`src/rtl/ram_burst_master.sv`:
```
// Burst initiator for a 32x32 single-port RAM: the master acts on posedge and the RAM on negedge.
// Defining RAM_MASTER_VERIFY_EN adds a readback check after every write, reported on verify_err.
module ram_burst_master #(
    parameter int ADDR_WIDTH = 5,
    parameter int DATA_WIDTH = 32
) (
    input  logic                  clock,
    input  logic                  reset,
    input  logic                  start,
    input  logic                  dir,
    input  logic [ADDR_WIDTH-1:0] base_addr,
    input  logic [5:0]            length,
    output logic                  busy,
    output logic                  done,
    input  logic [DATA_WIDTH-1:0] wr_data,
    input  logic                  wr_valid,
    output logic                  wr_ready,
    output logic [DATA_WIDTH-1:0] rd_data,
    output logic                  rd_valid,
    input  logic                  rd_ready,
    output logic [ADDR_WIDTH-1:0] ram_addr,
    output logic [DATA_WIDTH-1:0] ram_wdata,
    input  logic [DATA_WIDTH-1:0] ram_rdata,
    output logic                  ram_we,
    output logic                  ram_cs,
    output logic                  verify_err
);

    typedef enum logic [2:0] {IDLE, WRITE, READ, DRAIN, DONE} state_t;

    state_t                  state;
    logic [ADDR_WIDTH-1:0]   addr;
    logic [5:0]              remaining;
    logic [DATA_WIDTH-1:0]   buf_mem [2];
    logic                    buf_rd_ptr;
    logic                    buf_wr_ptr;
    logic [1:0]              buf_count;
    logic                    rd_inflight;
    logic                    ver_pend;
    logic                    ver_chk;
    logic                    pop;
    logic                    wr_fire;
    logic                    rd_issue;
    logic                    drain_ok;
    logic [1:0]              occ;

    assign rd_valid = (buf_count != 2'd0);
    assign rd_data  = buf_mem[buf_rd_ptr];
    assign pop      = rd_valid && rd_ready;
    assign wr_ready = (state == WRITE) && (remaining != 6'd0) && !ver_pend;
    assign wr_fire  = wr_valid && wr_ready;

    // Occupancy after this edge's capture and pop; a new issue must still fit in the 2-entry buffer.
    assign occ      = buf_count + {1'b0, rd_inflight} - {1'b0, pop};
    assign rd_issue = (state == READ) && (remaining != 6'd0) && (occ < 2'd2);
    assign drain_ok = !rd_inflight && ((buf_count == 2'd0) || ((buf_count == 2'd1) && pop));

    always_ff @(posedge clock or posedge reset) begin
        if (reset) begin
            state     <= IDLE;
            addr      <= '0;
            remaining <= '0;
            busy      <= 1'b0;
            done      <= 1'b0;
            ram_cs    <= 1'b0;
            ram_we    <= 1'b0;
            ram_addr  <= '0;
            ram_wdata <= '0;
        end else begin
            done   <= 1'b0;
            ram_cs <= 1'b0;
            ram_we <= 1'b0;
            case (state)
                IDLE: begin
                    if (start) begin
                        addr      <= base_addr;
                        remaining <= (length > 6'd32) ? 6'd32 : length;
                        if (length == 6'd0) begin
                            state <= DONE;
                        end else begin
                            busy  <= 1'b1;
                            state <= dir ? WRITE : READ;
                        end
                    end
                end
                WRITE: begin
                    if (wr_fire) begin
                        ram_cs    <= 1'b1;
                        ram_we    <= 1'b1;
                        ram_addr  <= addr;
                        ram_wdata <= wr_data;
                        addr      <= addr + 1'b1;
                        remaining <= remaining - 6'd1;
                    end else if (ver_pend) begin
                        // Readback of the word just written; ram_addr still holds its address.
                        ram_cs <= 1'b1;
                    end else if ((remaining == 6'd0) && !ver_chk) begin
                        state <= DONE;
                    end
                end
                READ: begin
                    if (rd_issue) begin
                        ram_cs    <= 1'b1;
                        ram_addr  <= addr;
                        addr      <= addr + 1'b1;
                        remaining <= remaining - 6'd1;
                        if (remaining == 6'd1) begin
                            state <= DRAIN;
                        end
                    end
                end
                DRAIN: begin
                    if (drain_ok) begin
                        state <= DONE;
                    end
                end
                DONE: begin
                    done  <= 1'b1;
                    busy  <= 1'b0;
                    state <= IDLE;
                end
                default: state <= IDLE;
            endcase
        end
    end

    // Read buffer: data arrives one edge after its issue.
    always_ff @(posedge clock or posedge reset) begin
        if (reset) begin
            for (int i = 0; i < 2; i++) begin
                buf_mem[i] <= '0;
            end
            buf_rd_ptr  <= 1'b0;
            buf_wr_ptr  <= 1'b0;
            buf_count   <= 2'd0;
            rd_inflight <= 1'b0;
        end else begin
            rd_inflight <= rd_issue;
            if (rd_inflight) begin
                buf_mem[buf_wr_ptr] <= ram_rdata;
                buf_wr_ptr          <= ~buf_wr_ptr;
            end
            if (pop) begin
                buf_rd_ptr <= ~buf_rd_ptr;
            end
            buf_count <= buf_count + {1'b0, rd_inflight} - {1'b0, pop};
        end
    end

`ifdef RAM_MASTER_VERIFY_EN
    always_ff @(posedge clock or posedge reset) begin
        if (reset) begin
            ver_pend   <= 1'b0;
            ver_chk    <= 1'b0;
            verify_err <= 1'b0;
        end else begin
            ver_pend <= wr_fire;
            ver_chk  <= ver_pend;
            if ((state == IDLE) && start) begin
                verify_err <= 1'b0;
            end else if (ver_chk && (ram_rdata != ram_wdata)) begin
                verify_err <= 1'b1;
            end
        end
    end
`else
    assign ver_pend   = 1'b0;
    assign ver_chk    = 1'b0;
    assign verify_err = 1'b0;
`endif

endmodule

```
`config.mk`:
```
export PLATFORM = sky130hd
export DESIGN_NAME = ram_burst_master
export DESIGN_NICKNAME = d
export VERILOG_FILES = /design/src/rtl/ram_burst_master.sv
export SDC_FILE = /design/constraint.sdc
export NUM_CORES = 1
export LEC_CHECK = 0
export CORE_ASPECT_RATIO = 1.4
export CORE_MARGIN = 5
export CORE_UTILIZATION = 40
export CTS_CLUSTER_SIZE = 10
export DETAILED_ROUTE_END_ITERATION = 7
export HOLD_SLACK_MARGIN = 0.12
export PLACE_DENSITY_LB_ADDON = 0.2
export SYNTH_ARGS = -nofsm -noshare
export SYNTH_HDL_FRONTEND = slang
export SYNTH_SLANG_ARGS = --single-unit
export TNS_END_PERCENT = 20
```
`constraint.sdc`:
```
create_clock -name clock -period 3.54 [get_ports clock]
set_input_delay 0.531 -clock clock [delete_from_list [all_inputs] [get_ports clock]]
set_output_delay 0.531 -clock clock [all_outputs]
set_load 0.05 [all_outputs]
```
======== Word level (Yosys, flattened, before mapping) ========
Cells that the tools add are included.
storage, ports and cells
  register bits after elaboration ......... 124
  output and inout port bits .............. 76
operators by class
  add/sub/neg operators ................... 4
  $lt $le $gt $ge ......................... 5
  equal/unequal tests ..................... 14
  muxes and demuxes ....................... 35
  bitwise operators ....................... 4
  reductions and logical operators ........ 24
operator list
  operator                                                                number
  32-bit two-way mux                                                      4
  64-bit bitwise mux                                                      1
  32-bit demux with 1-bit select                                          1
  5-bit two-way mux                                                       5
  6-bit two-way mux                                                       4
  3-bit two-way mux                                                       7
  6-bit one-hot mux with 3 select lines                                   1
  5-bit one-hot mux with 3 select lines                                   1
  6-bit logical NOT                                                       2
  2-bit inequality test (second input constant)                           6
  3-bit one-hot mux with 4 select lines                                   1
  5-bit one-hot mux with 2 select lines                                   1
  1-bit logical AND                                                       8
  3-bit by 2-bit equality test with 1-bit output (second input constant)  2
  6-bit by 1-bit equality test with 1-bit output (second input constant)  1
  6-bit greater-than comparator (second input constant)                   1
  1-bit two-way mux                                                       6
  3-bit AND reduction                                                     2
  6-bit AND reduction                                                     1
  2-bit nonzero test                                                      3
  6-bit nonzero test                                                      1
  6-bit by 1-bit subtractor with 6-bit output (second input constant)     1
  5-bit by 1-bit adder with 5-bit output (second input constant)          1
  2-bit >= comparator (second input constant)                             2
  19 further kinds                                                        23

======== Logic depth before layout (Yosys ltp) ========
  depth in word-level cells ............... 7
  depth in mapped cells ................... 10

======== Worst setup path before layout ========
OpenSTA, ideal clock, no wires.
  path type ............................... register to register
  start ................................... register buf_count[0]
  end ..................................... register remaining[1]
  setup time .............................. 0.125 ns
  arrival ................................. 2.482 ns
  setup slack ............................. 0.934 ns
  cell stages (with the launch flop) ...... 10
  path buffers ............................ 0
  path through ............................ dfrtp_1 or2_2 and2_1 ha_1 inv_1 ha_1 xnor3_1 a311oi_2 or2_1 mux2_2
between the ends
  longest elaborated chain between the ends .. 7
  elaborated cells between the ends (all ways) .. 8
ends and longest elaborated chain
  what                                         line  source
  from (decl)                                  37    logic [1:0] buf_count;
  from (signal assigned)                       146   buf_count <= buf_count + {1'b0, rd_inflight} - {1'b0, pop};
  2-bit nonzero test                           47    assign rd_valid = (buf_count != 2'd0);
  net rd_valid                                 19    output logic rd_valid,
  1-bit logical AND                            49    assign pop = rd_valid && rd_ready;
  net pop                                      41    logic pop;
  2-bit by 1-bit subtractor with 2-bit output  54    assign occ = buf_count + {1'b0, rd_inflight} - {1'b0, pop};
  2-bit < comparator                           55    assign rd_issue = (state == READ) && (remaining != 6'd0) && (occ < 2'd2);
  1-bit logical AND                            55
  2-bit inequality test (no source line)       -
  4-bit AND reduction (no source line)         -
  to (signal assigned)                         77    remaining <= (length > 6'd32) ? 6'd32 : length;
  to (signal assigned)                         93    remaining <= remaining - 6'd1;
  to (signal assigned)                         106   remaining <= remaining - 6'd1;
  to (decl)                                    33    logic [5:0] remaining;
The timed path passes the listed nets, and every way through them passes these cells.
A chain may end at the register's enable or synchronous reset.

======== Worst setup path after layout ========
  start ................................... register buf_rd_ptr
  end ..................................... output rd_data[1]
between the ends
  longest elaborated chain between the ends .. 4
ends and longest elaborated chain
  what                                                   line  source
  from (decl)                                            35    logic buf_rd_ptr;
  from (signal assigned)                                 144   buf_rd_ptr <= ~buf_rd_ptr;
  1-bit NOT with 2-bit output (not written as such)      48    assign rd_data = buf_mem[buf_rd_ptr];
  32-bit two-way mux (not written as such) (3 in a row)  48
  to (decl)                                              18    output logic [DATA_WIDTH-1:0] rd_data,
No other way between the ends. The select of a mux whose other input is x is not followed.

==> flow_summary_export.csv <==
group,metric,value,unit
timing,hold-worst-slack,0.498,ns
timing,drv_slew,0,
final_layout,utilization,58.3,%
die,start_util,40.8,%
global_route,antenna_found_initial,0,
final_layout,drive_above_1_share,31.9,%
final_layout,nNetsFinal,642,
timing,clock.fmax,333,MHz
logic_synthesis,synth_common_cells,"mux2_2, dfrtp_1, nor2_1, inv_1, nor3_1",
timing,tightest_slew,1.21,ns
logic_synthesis,synthCells,394,
clock_network,post_cts_buffers,0,
timing,fin_crit_sh,84.7,%
logic_synthesis,synth-seq-cells,124,
clock_network,clkSlewWorstSetupHoldPaths,0.06,ns
worst_setup_path,crit_path_end_kind,"output pin",
routing,drc,0,
global_route,grt.met3_usage,6.30,%
timing,setup_viol,0,
routing,postRouteAntennaNets,0,
placed_design,dpl.hpwl,9.07,mm
final_layout,seqCellArea,3100,sq um
logic_synthesis,synth_top_area_share,56.5,%
worst_setup_path,crit_path_start_kind,"register",
timing,finalClockSkew,0.0134,ns
final_layout,diodes,0,
worst_setup_path,cp.arrival,2.47,ns
worst_setup_path,cp_slowest_cell,"clkdlybuf4s50_1",
clock_network,hold_buffers,0,
logic_synthesis,synth_flop_cell,"dfrtp_1",
placed_design,gp_congestion,0.780,
die,num_io_pins,157,
die,core_area,13500,sq um
logic_synthesis,synthArstFlopShare,100,%
logic_synthesis,yosys-top-cells-area,"dfrtp_1, mux2_2, ha_1, nor3_1, nor2_1",
final_layout,multi_input_area,2250,sq um
die,die_x,109,microns
routing,drt_iter0_drc,83,
logic_synthesis,synth.most_common_cell,"mux2_2",
worst_setup_path,criticalPathCategory,"reg -> out",
die,die_h,149,microns
routing,vias_per_cell,5.05,
logic_synthesis,syn-num-nets,480,
clock_network,clk_latency,0.41,ns
routing,wl,12.9,mm
hold_path,min_path_type,"reg -> reg",
logic_synthesis,synth.distinct_cells,48,
clock_network,cts_tree,"yes",
worst_setup_path,crit_required,3.01,ns
global_route,grt_usage,16.6,%
clock_network,ctsLongestPathBuffers,2,
global_route,grt_pass1_vias,4191,
clock_network,htreeDepth,4,
clock_network,clkSinkCount,124,
logic_synthesis,synth_area,5490,sq um
final_layout,syn2layout_area_growth,43.0,%
job,maxCapViolations,0,
global_route,grt_pass1_wl,21.0,mm
clock_network,cts_buffers,17,
logic_synthesis,synth_largest_area_cell,"dfrtp_1",
logic_synthesis,syn_avg_cell_area,13.9,sq um
final_layout,fillers,1110,
placed_design,numPortBuffers,155,
timing,rsz0062_at_grt,"false",
outcome,status,"finished clean",
timing,max-slew-margin-rel,18.9,%
die,dieArea,16200,sq um
global_route,grt_max_degree,68,
worst_setup_path,path_max_fanout,11,
timing,min_period,3.00,ns
logic_synthesis,yosysSeqAreaShare,56.5,%
timing,hold_viol_final,0,
die,fp-row-count,50,
timing,setup-tns-final,0,ns
global_route,met2_usage,28.9,%
worst_setup_path,crit_chain,"buf_4 -> mux2_2 -> clkdlybuf4s50_1",
clock_network,cts_root_buf,"clkbuf_16",
global_route,busiest_layer,"met2",
logic_synthesis,yosysWarnings,0,
routing,first_pass_iters,4,
logic_synthesis,synth_edf_count,0,
clock_network,postCtsResizedCells,0,
global_route,overflow,0,
worst_setup_path,slowest_delay,0.71,ns
global_route,grt_util_met1,18.6,%
routing,vias,3785,
routing,wl_per_cell,17.2,microns
[cell type report]
cell class / count / area share [%]
inverters: 10 / 0.526
well taps: 182 / 2.90
flip-flops and latches: 124 / 39.5
clock buffers: 19 / 5.65
repair buffers: 163 / 20.9
clock inverters: 12 / 1.79
multi-input cells: 240 / 28.7
[flip-flops by register name, indices dropped and copies added, names as in the netlist]
register	count
state	3
buf_mem	64
remaining	6
done	1
buf_count	2
busy	1
buf_wr_ptr	1
rd_inflight	1
buf_rd_ptr	1
ram_cs	1
addr	5
ram_we	1
ram_wdata	32
ram_addr	5
[cell usage in the layout, fill, tap and decap left out, drive strengths merged, types with 3 or more instances in the layout]
| master | instances |
|---|---|
| a211oi | 4 |
| a21oi | 7 |
| buf | 8 |
| clkbuf | 19 |
| clkdlybuf4s50 | 155 |
| clkinv | 5 |
| clkinvlp | 4 |
| dfrtp | 124 |
| ha | 5 |
| inv | 11 |
| mux2 | 134 |
| nand2 | 7 |
| nand3 | 4 |
| nor2 | 12 |
| nor2b | 4 |
| nor3 | 9 |
| nor4b | 3 |
| o21ai | 11 |
| o22ai | 3 |
| o31ai | 3 |
| xor2 | 3 |
[worst max-delay path: cells and delay by family, from the launching register on]
family / cells / cell delay (ns)
buffers and inverters: 2 / 1.01
muxes: 1 / 0.36
DFF: 1 / 0.70
[final timing paths]
kind                              startpoint       endpoint  slack (ns)  cells after the start
worst max-delay path              buf_rd_ptr     rd_data[1]        0.54                      3
worst min-delay path             buf_mem[17]    buf_mem[17]        0.50                      1
worst max register to register  buf_count[0]   remaining[5]        0.85                     11
worst min register to register   buf_mem[17]    buf_mem[17]        0.50                      1
max in group asynchronous              reset  ram_wdata[10]        2.06                      3
min in group asynchronous              reset   buf_count[0]        0.64                      2
[per-layer routing]
metal  vias up  routed length [microns]
met3        13                      960
li1       1741                        -
met1      1912                     5020
met4         0                      148
met2       119                     6730
met5         -                        0
[logic make-up after synthesis]
logic type	Yosys count	share of synthesized area [%]
fa+ha+maj	5	1.14
other cells	1	0.0683
xor+xnor	5	1.19
simple gates	53	5.54
mux	135	27.7
buf+inv	30	2.51
flops	124	56.5
compound gates	41	5.34
[per-stage QoR]
stage / std cells / worst slack (ns) / area (sq um)
after floorplan: 394 / 0.934 / 5490
after global placement: 719 / 0.610 / 7260
after detailed placement: 719 / 0.582 / 7260
after CTS: 750 / 0.484 / 7850
after global routing: 750 / 0.402 / 7850
final: 750 / 0.540 / 7850
Power is left out: the tool's default activity adds up to more than one toggle a clock period on the data nets, which glitch-free logic cannot reach.
